`config.mk`:
```
export PLATFORM = sky130hd
export DESIGN_NAME = lut_layer_sched
export DESIGN_NICKNAME = d
export VERILOG_FILES = /design/src/rtl/lut_sched_pkg.sv /design/src/rtl/lut_layer_sched.sv
export SDC_FILE = /design/constraint.sdc
export NUM_CORES = 1
export LEC_CHECK = 0
export CAP_MARGIN = 20
export CORE_UTILIZATION = 51
export DETAILED_ROUTE_END_ITERATION = 10
export GPL_ROUTABILITY_DRIVEN = 1
export PLACE_DENSITY = 0.8
export SYNTH_ARGS = -nofsm -noshare
export SYNTH_HDL_FRONTEND = slang
export SYNTH_SLANG_ARGS = --single-unit
export TNS_END_PERCENT = 20
```
`constraint.sdc`:
```
create_clock -name clk -period 2.5 [get_ports clk]
set_input_delay 0.75 -clock clk [delete_from_list [all_inputs] [get_ports clk]]
set_output_delay 0.75 -clock clk [all_outputs]
set_load 0.05 [all_outputs]
```
`src/rtl/lut_sched_pkg.sv`:
```
// Shared types and default dimensions for the time-multiplexed LogicNets layer sequencer.
package lut_sched_pkg;

    localparam int unsigned NEURONS = 16;
    localparam int unsigned IN_W    = 6;
    localparam int unsigned OUT_W   = 2;

    typedef enum logic [1:0] {
        ST_IDLE  = 2'd0,
        ST_ISSUE = 2'd1,
        ST_DONE  = 2'd2
    } state_e;

    // ROM address is {neuron index, fan-in code}
    function automatic int unsigned calc_addr_w(input int unsigned neurons, input int unsigned in_w);
        return $clog2(neurons) + in_w;
    endfunction

endpackage

```
`src/rtl/lut_layer_sched.sv`:
```
// Evaluates one layer of truth-table neurons by issuing one lookup per neuron
// through a single shared synchronous ROM port, assembling the activations.
module lut_layer_sched #(
    parameter  int unsigned NEURONS = lut_sched_pkg::NEURONS,
    parameter  int unsigned IN_W    = lut_sched_pkg::IN_W,
    parameter  int unsigned OUT_W   = lut_sched_pkg::OUT_W,
    localparam int unsigned IDX_W   = $clog2(NEURONS),
    localparam int unsigned ADDR_W  = lut_sched_pkg::calc_addr_w(NEURONS, IN_W)
) (
    input  logic                       clk,
    input  logic                       rst_n,
    input  logic                       in_valid,
    output logic                       in_ready,
    input  logic [NEURONS*IN_W-1:0]    in_data,
    output logic                       out_valid,
    input  logic                       out_ready,
    output logic [NEURONS*OUT_W-1:0]   out_data,
    output logic                       rom_req,
    input  logic                       rom_gnt,
    output logic [ADDR_W-1:0]          rom_addr,
    input  logic [OUT_W-1:0]           rom_rdata,
    output logic [15:0]                vec_count
);

    lut_sched_pkg::state_e r_state;

    logic [NEURONS*IN_W-1:0]  r_in_reg;
    logic [IDX_W-1:0]         r_idx;
    logic [IDX_W-1:0]         r_pidx;
    logic                     r_pend;
    logic                     r_in_ready;
    logic                     r_out_valid;
    logic                     r_rom_req;
    logic [ADDR_W-1:0]        r_rom_addr;
    logic [NEURONS*OUT_W-1:0] r_out_data;
    logic [15:0]              r_vec_count;

    logic                     w_grant;
    logic                     w_last;
    logic [IDX_W-1:0]         w_next_idx;
    logic [IN_W-1:0]          w_next_code;

    assign w_grant     = r_rom_req & rom_gnt;
    assign w_last      = (r_idx == IDX_W'(NEURONS - 1));
    assign w_next_idx  = r_idx + IDX_W'(1);
    assign w_next_code = r_in_reg[w_next_idx*IN_W +: IN_W];

    // Sequencer: request per neuron, capture data one cycle after each grant
    always_ff @(posedge clk or negedge rst_n) begin
        if (!rst_n) begin
            r_state     <= lut_sched_pkg::ST_IDLE;
            r_in_reg    <= '0;
            r_idx       <= '0;
            r_pidx      <= '0;
            r_pend      <= 1'b0;
            r_in_ready  <= 1'b0;
            r_out_valid <= 1'b0;
            r_rom_req   <= 1'b0;
            r_rom_addr  <= '0;
            r_out_data  <= '0;
            r_vec_count <= '0;
        end else begin
            r_pend <= 1'b0;
            if (r_pend) begin
                r_out_data[r_pidx*OUT_W +: OUT_W] <= rom_rdata;
            end

            case (r_state)
                lut_sched_pkg::ST_IDLE: begin
                    r_in_ready <= 1'b1;
                    if (in_valid && r_in_ready) begin
                        r_in_reg   <= in_data;
                        r_idx      <= '0;
                        r_in_ready <= 1'b0;
                        r_rom_req  <= 1'b1;
                        r_rom_addr <= {IDX_W'(0), in_data[IN_W-1:0]};
                        r_state    <= lut_sched_pkg::ST_ISSUE;
                    end
                end

                lut_sched_pkg::ST_ISSUE: begin
                    if (w_grant) begin
                        r_pend <= 1'b1;
                        r_pidx <= r_idx;
                        if (w_last) begin
                            r_rom_req <= 1'b0;
                        end else begin
                            r_idx      <= w_next_idx;
                            r_rom_addr <= {w_next_idx, w_next_code};
                        end
                    end else if (!r_rom_req && r_pend) begin
                        // last activation lands this edge
                        r_out_valid <= 1'b1;
                        r_state     <= lut_sched_pkg::ST_DONE;
                    end
                end

                lut_sched_pkg::ST_DONE: begin
                    if (out_ready) begin
                        r_out_valid <= 1'b0;
                        r_vec_count <= r_vec_count + 16'd1;
                        r_in_ready  <= 1'b1;
                        r_state     <= lut_sched_pkg::ST_IDLE;
                    end
                end

                default: r_state <= lut_sched_pkg::ST_IDLE;
            endcase
        end
    end

    assign in_ready  = r_in_ready;
    assign out_valid = r_out_valid;
    assign out_data  = r_out_data;
    assign rom_req   = r_rom_req;
    assign rom_addr  = r_rom_addr;
    assign vec_count = r_vec_count;

endmodule

```
### Word-level counts from Yosys, hierarchy flattened

Index checks and enable logic that the tools add are counted.

| word-level totals | value |
|---|---|
| output and inout bits | 61 |
| register bits | 168 |
| input port bits | 103 |

| operators by class | value |
|---|---|
| multiplexer cells | 27 |
| equality and inequality tests | 10 |
| add/subtract/negate cells | 3 |
| bitwise operators | 1 |
| multipliers | 1 |
| shifts and indexed selects | 3 |
| reduce and logical (&&, ||, !) cells | 15 |

Operator list:

| cell | number |
|---|---|
| $shiftx 96x8->6 | 1 |
| $neg 5->34 | 1 |
| $shift 2x34->32 const A | 1 |
| $shiftx 2x34->32 | 1 |
| $bwmux 32 | 1 |
| $mux 10 | 3 |
| $pmux 10 s2 | 1 |
| $add 16x1->16 const B | 1 |
| $reduce_and 4->1 | 4 |
| $ne 2x2->1 const B | 7 |
| $mux 4 | 3 |
| $mux 1 | 10 |
| $mux 2 | 4 |
| $pmux 4 s2 | 1 |
| $reduce_and 2->1 | 4 |
| $mul 4x2->6 const B | 1 |
| $pmux 1 s2 | 3 |
| $pmux 2 s3 | 1 |
| $reduce_bool 2->1 | 3 |
| $add 4x1->4 const B | 1 |
| $eq 4x4->1 const B | 1 |
| $eq 2x1->1 const B | 1 |
| $eq 2x2->1 const B | 1 |
| $logic_and 1x1->1 | 2 |
| other kinds (3) | 3 |

### Depth between registers and ports, before layout

Gate-level depths: netlist (run 1).

| logic depth | value |
|---|---|
| depth after elaboration | 6 |
| mapped depth | 10 |
| mapped depth without buffers | 9 |

### Worst setup path after synthesis (run 1)

No wires, ideal clock.

| timing path | value |
|---|---|
| path kind | register to register |
| from | reg r_idx[1] |
| to | reg r_rom_addr[5] (netlist: rom_addr[5]) |
| stages on the path, launching flop included | 9 |
| data arrival time | 2,277 ps |
| path slack | 104 ps |
| setup time | 119 ps |
| cell sequence | dfrtp_1 -> ha_1 -> buf_2 -> buf_4 -> clkbuf_8 -> mux4_4 -> o22ai_1 -> o311ai_1 -> o21a_1 |

| on the way | value |
|---|---|
| longest elaborated chain between the ends | 6 |

Ends and longest elaborated chain:

| item | RTL line | text |
|---|---|---|
| start: declaration | lut_layer_sched.sv:28 | `logic [IDX_W-1:0] r_idx;` |
| start signal: assignment | lut_layer_sched.sv:88 | `r_idx <= w_next_idx;` |
| $add 4x1->4 | lut_layer_sched.sv:45 | `assign w_next_idx = r_idx + IDX_W'(1);` |
| $mul 4x2->6 | lut_layer_sched.sv:46 | `assign w_next_code = r_in_reg[w_next_idx*IN_W +: IN_W];` |
| $shiftx 96x8->6 | lut_layer_sched.sv:46 |  |
| $mux 10 | lut_layer_sched.sv:85 | `if (w_last) begin` |
| $mux 10 | lut_layer_sched.sv:82 | `if (w_grant) begin` |
| $pmux 10 s2 | lut_layer_sched.sv:68 | `case (r_state)` |
| end signal: assignment | lut_layer_sched.sv:76 | `r_rom_addr <= {IDX_W'(0), in_data[IN_W-1:0]};` |
| end signal: assignment | lut_layer_sched.sv:89 | `r_rom_addr <= {w_next_idx, w_next_code};` |
| end: declaration | lut_layer_sched.sv:34 | `logic [ADDR_W-1:0] r_rom_addr;` |

Several ways; a longest one is shown, not always the timed one. The select of a mux whose other input is x is not followed.
A chain may end at the register's enable or synchronous reset.

### Worst setup path in the final report (run 1)

| timing path | value |
|---|---|
| from | reg r_vec_count[0] (netlist: vec_count[0]) |
| to | out vec_count[0] |

RTL lines:

| item | RTL line | text |
|---|---|---|
| start: declaration | lut_layer_sched.sv:36 | `logic [15:0] r_vec_count;` |
| start signal: assignment | lut_layer_sched.sv:101 | `r_vec_count <= r_vec_count + 16'd1;` |
| end: declaration | lut_layer_sched.sv:22 | `output logic [15:0] vec_count` |

No word-level cell between the ends.

==> results of run 1 <==
## per-layer routing
layer | routed length (um) | up-vias | track usage
li1 | - | 2344 | -
met1 | 7110 | 2598 | 0.305
met2 | 8100 | 190 | 0.383
met3 | 975 | 42 | 0.0577
met4 | 530 | 0 | 0.112
met5 | 0 | - | 0
## placed cells by master (no fill, tap or decap), types with 6 or more instances in the layout
| cell type | netlist | layout |
|---|---|---|
| dfrtp_1 | 164 | 163 |
| clkdlybuf4s50_1 | 0 | 155 |
| clkbuf_16 | 0 | 17 |
| nand3_1 | 14 | 14 |
| mux4_2 | 18 | 18 |
| nor2_1 | 20 | 20 |
| xnor2_1 | 12 | 12 |
| o31ai_1 | 6 | 6 |
| mux2_2 | 121 | 121 |
| nand2_1 | 44 | 44 |
| and3_1 | 9 | 9 |
| nand4_1 | 7 | 7 |
| o311ai_1 | 6 | 6 |
| o21ai_0 | 12 | 12 |
| buf_4 | 4 | 19 |
| o21a_1 | 6 | 6 |
| inv_1 | 10 | 10 |
| o22ai_1 | 6 | 6 |
| ha_1 | 6 | 6 |
| xor2_1 | 6 | 6 |
## layout make-up
class | count | area [um^2] | area share
clock buffers | 23 | 488 | 0.0487
clock inverters | 9 | 125 | 0.0125
inverters | 10 | 37.5 | 0.00374
multi-input cells | 347 | 3220 | 0.321
flip-flops and latches | 164 | 4110 | 0.410
well taps | 184 | 230 | 0.0230
repair buffers | 182 | 1820 | 0.181
## through the flow
step / std cells / area [um^2] / util
2_1_floorplan: 550 / 7590 / -
3_3_place_gp: 887 / 9410 / 0.647
3_5_place_dp: 887 / 9410 / 0.647
4_1_cts: 919 / 10000 / 0.689
5_1_grt: 919 / 10000 / 0.690
6_report: 919 / 10000 / 0.690
## kinds of logic after synthesis
kind of cell / after synthesis / synth area share
XOR/XNOR: 18 / 0.0208
AO/OA/AOI/OAI: 58 / 0.0602
adder cells (fa/ha/maj): 6 / 0.00990
buffers and inverters: 39 / 0.0355
multiplexers: 146 / 0.255
flip-flops: 164 / 0.541
AND/OR/NAND/NOR: 119 / 0.0777
## worst max-delay path by stage
stage / start / end / cells past startpoint / slack (ns)
detailed placement: in_valid / r_in_reg[22] / 5 / 0.06
global placement: in_valid / r_in_reg[9] / 5 / 0.09
CTS: vec_count[5] / vec_count[5] / 1 / 0.03
floorplan: r_idx[1] / rom_addr[5] / 8 / 0.10
global route: vec_count[6] / vec_count[6] / 1 / 0.005
finish: vec_count[0] / vec_count[0] / 1 / 0.07
## power groups by stage
stage	registers [mW]	logic [mW]	clock network, mW
after floorplan	4.99	3.49	0
after global placement	4.33	5.50	0
after detailed placement	4.43	5.68	0
after CTS	4.40	5.71	2.72
after global routing	4.54	6.11	2.84
final	4.39	5.66	2.68
## worst reg2reg max path: stages (launching register included)
cell and delay, ns:
dfrtp_1 0.46, inv_1 0.13, nand2_1 0.11, nor2_1 0.05
ha_1 0.32, nand2b_1 0.21, nor4_1 0.50, mux2_2 0.39
==> impl_metrics.csv, run 1 <==
group,metric,value,unit
worst_setup_path,reg2reg_slack,0.22,ns
floorplan,die-area,15400,um^2
floorplan,start_util,0.522,
drt,wl_per_cell,18.2,um
logic_synthesis,ys_seq_area_frac,0.541,
worst_setup_path,r2r_cells,7,
drt,drt_first_pass_iters,5,
clock_network,clock_sinks,164,
layout,syn2layout_area_growth,32.1,%
pwr,total_power,12.7,mW
layout,nFillCells,1026,
logic_synthesis,yosys_warnings,0,
clock_network,post_cts_buffers,0,
timing,clock-skew-final,0.00739,ns
logic_synthesis,synthArstFlopShare,1.00,
layout,diodes,0,
pwr,cellInternalPower,8.19,mW
layout,nNetsFinal,831,
global_route,overflow,0,
logic_synthesis,yosys.area.top_type,"dfrtp_1",
logic_synthesis,yosys-top-cells-area,"dfrtp_1 (54%), mux2_2 (18%), mux4_2 (5.3%)",
placed_design,dp_slack,0.0571,ns
timing,setup_slack,0.0673,ns
placed_design,gp_congestion,0.848,
pwr,clock_power_share,0.210,
worst_setup_path,crit_required,1.75,ns
timing,fmax,411,MHz
timing,finalSetupViolCount,0,
worst_hold_path,worstHoldPathType,"input pin to asynchronous set/reset pin",
placed_design,io_buffers,163,
pwr,seqPwrFrac,0.345,
logic_synthesis,synth_nets,659,
timing,relSlewSlack,0.612,
logic_synthesis,ys_ff_latch,164,
logic_synthesis,syn_avg_cell_area,13.8,um^2
pwr,switching_power,4.54,mW
floorplan,core-area,14500,um^2
global_route,grt_pass1_wl,27.1,mm
worst_setup_path,r2r-end,"out_data[1]",
logic_synthesis,syn_inst,550,
logic_synthesis,ys.flop_type,"dfrtp_1",
global_route,grt_use_total,0.238,
drt,drc_errors,0,
logic_synthesis,synth.top_cell.area_share,0.541,
clock_network,root_buffer,"clkbuf_16",
layout,largest_register_ffs,96,
pwr,vdd_ir_drop_max,0.650,mV
worst_setup_path,r2r_start,"r_pidx[1]",
pwr,swShare,0.357,
status,status,"finished clean",
logic_synthesis,synth_area,7590,um^2
layout,final_layout_size_suffix_gt1_frac,0.282,
timing,tightest_slew,0.581,ns
worst_setup_path,startpoint_type,"register",
pwr,leakage,4.28,nW
logic_synthesis,synth.distinct_cells,53,
global_route,antenna_found_initial,0,
floorplan,die-width,124,um
drt,drt_iter0_drc,260,
logic_synthesis,synth_edf_count,0,
drt,wl,16.7,mm
run,cap_violations,0,
worst_setup_path,cp.arrival,1.68,ns
clock_network,cts_hold_buf,0,
timing,drv_slew,0,
pwr,pwr-share-comb,0.445,
timing,period_needed,2.43,ns
worst_setup_path,cp_slowest_cell,"clkdlybuf4s50_1",
worst_setup_path,crit_buf_inv,1,
worst_setup_path,cp-end-kind,"primary output",
clock_network,clk_path_buf_depth,2,
floorplan,num_rows,44,
clock_network,insertion_delay,0.43,ns
global_route,grt_pass1_vias,5392,
logic_synthesis,yosys.cell_count.top_type,"dfrtp_1",
timing,whs,0.256,ns
clock_network,htreeDepth,4,
drt,ant_nets,0,
drt,vias_per_cell,5.63,
timing,hold_viol,0,
worst_setup_path,critPathMaxFanout,4,
clock_network,cts.clk_slew.worst_paths,0.06,ns
floorplan,die_h,124,um
placed_design,dp_hpwl,12.2,mm
pwr,cellPowerDensity,1270,nW/um^2
logic_synthesis,synth.top_cells.by_count,"dfrtp_1 (164), mux2_2 (121), nand2_1 (44), nor2_1 (20), mux4_2 (18)",
timing,rsz0062_at_grt,"no",
floorplan,ioPinCount,164,
worst_setup_path,critical_path_class,"register to primary output",
timing,tns,0,ns
clock_network,cts_tree,"yes",
drt,vias,5174,
clock_network,numCtsBuffers,17,
global_route,grt_max_degree,74,
worst_setup_path,cp_top_family,"buffers and inverters",
clock_network,cts_resized,1,
worst_setup_path,max_stage_delay,0.83,ns
worst_setup_path,cp_cell_sequence,"clkdlybuf4s50_1",
timing,min_period_over_period,0.973,
Note: power is estimated with default switching activity, not from simulation.
==> run 2, diff against run 1 <==
HOLD_SLACK_MARGIN = 0.03   (was unset)
==> results of run 2 <==
The final DEF is identical to that of run 1; final timing and power are the same.
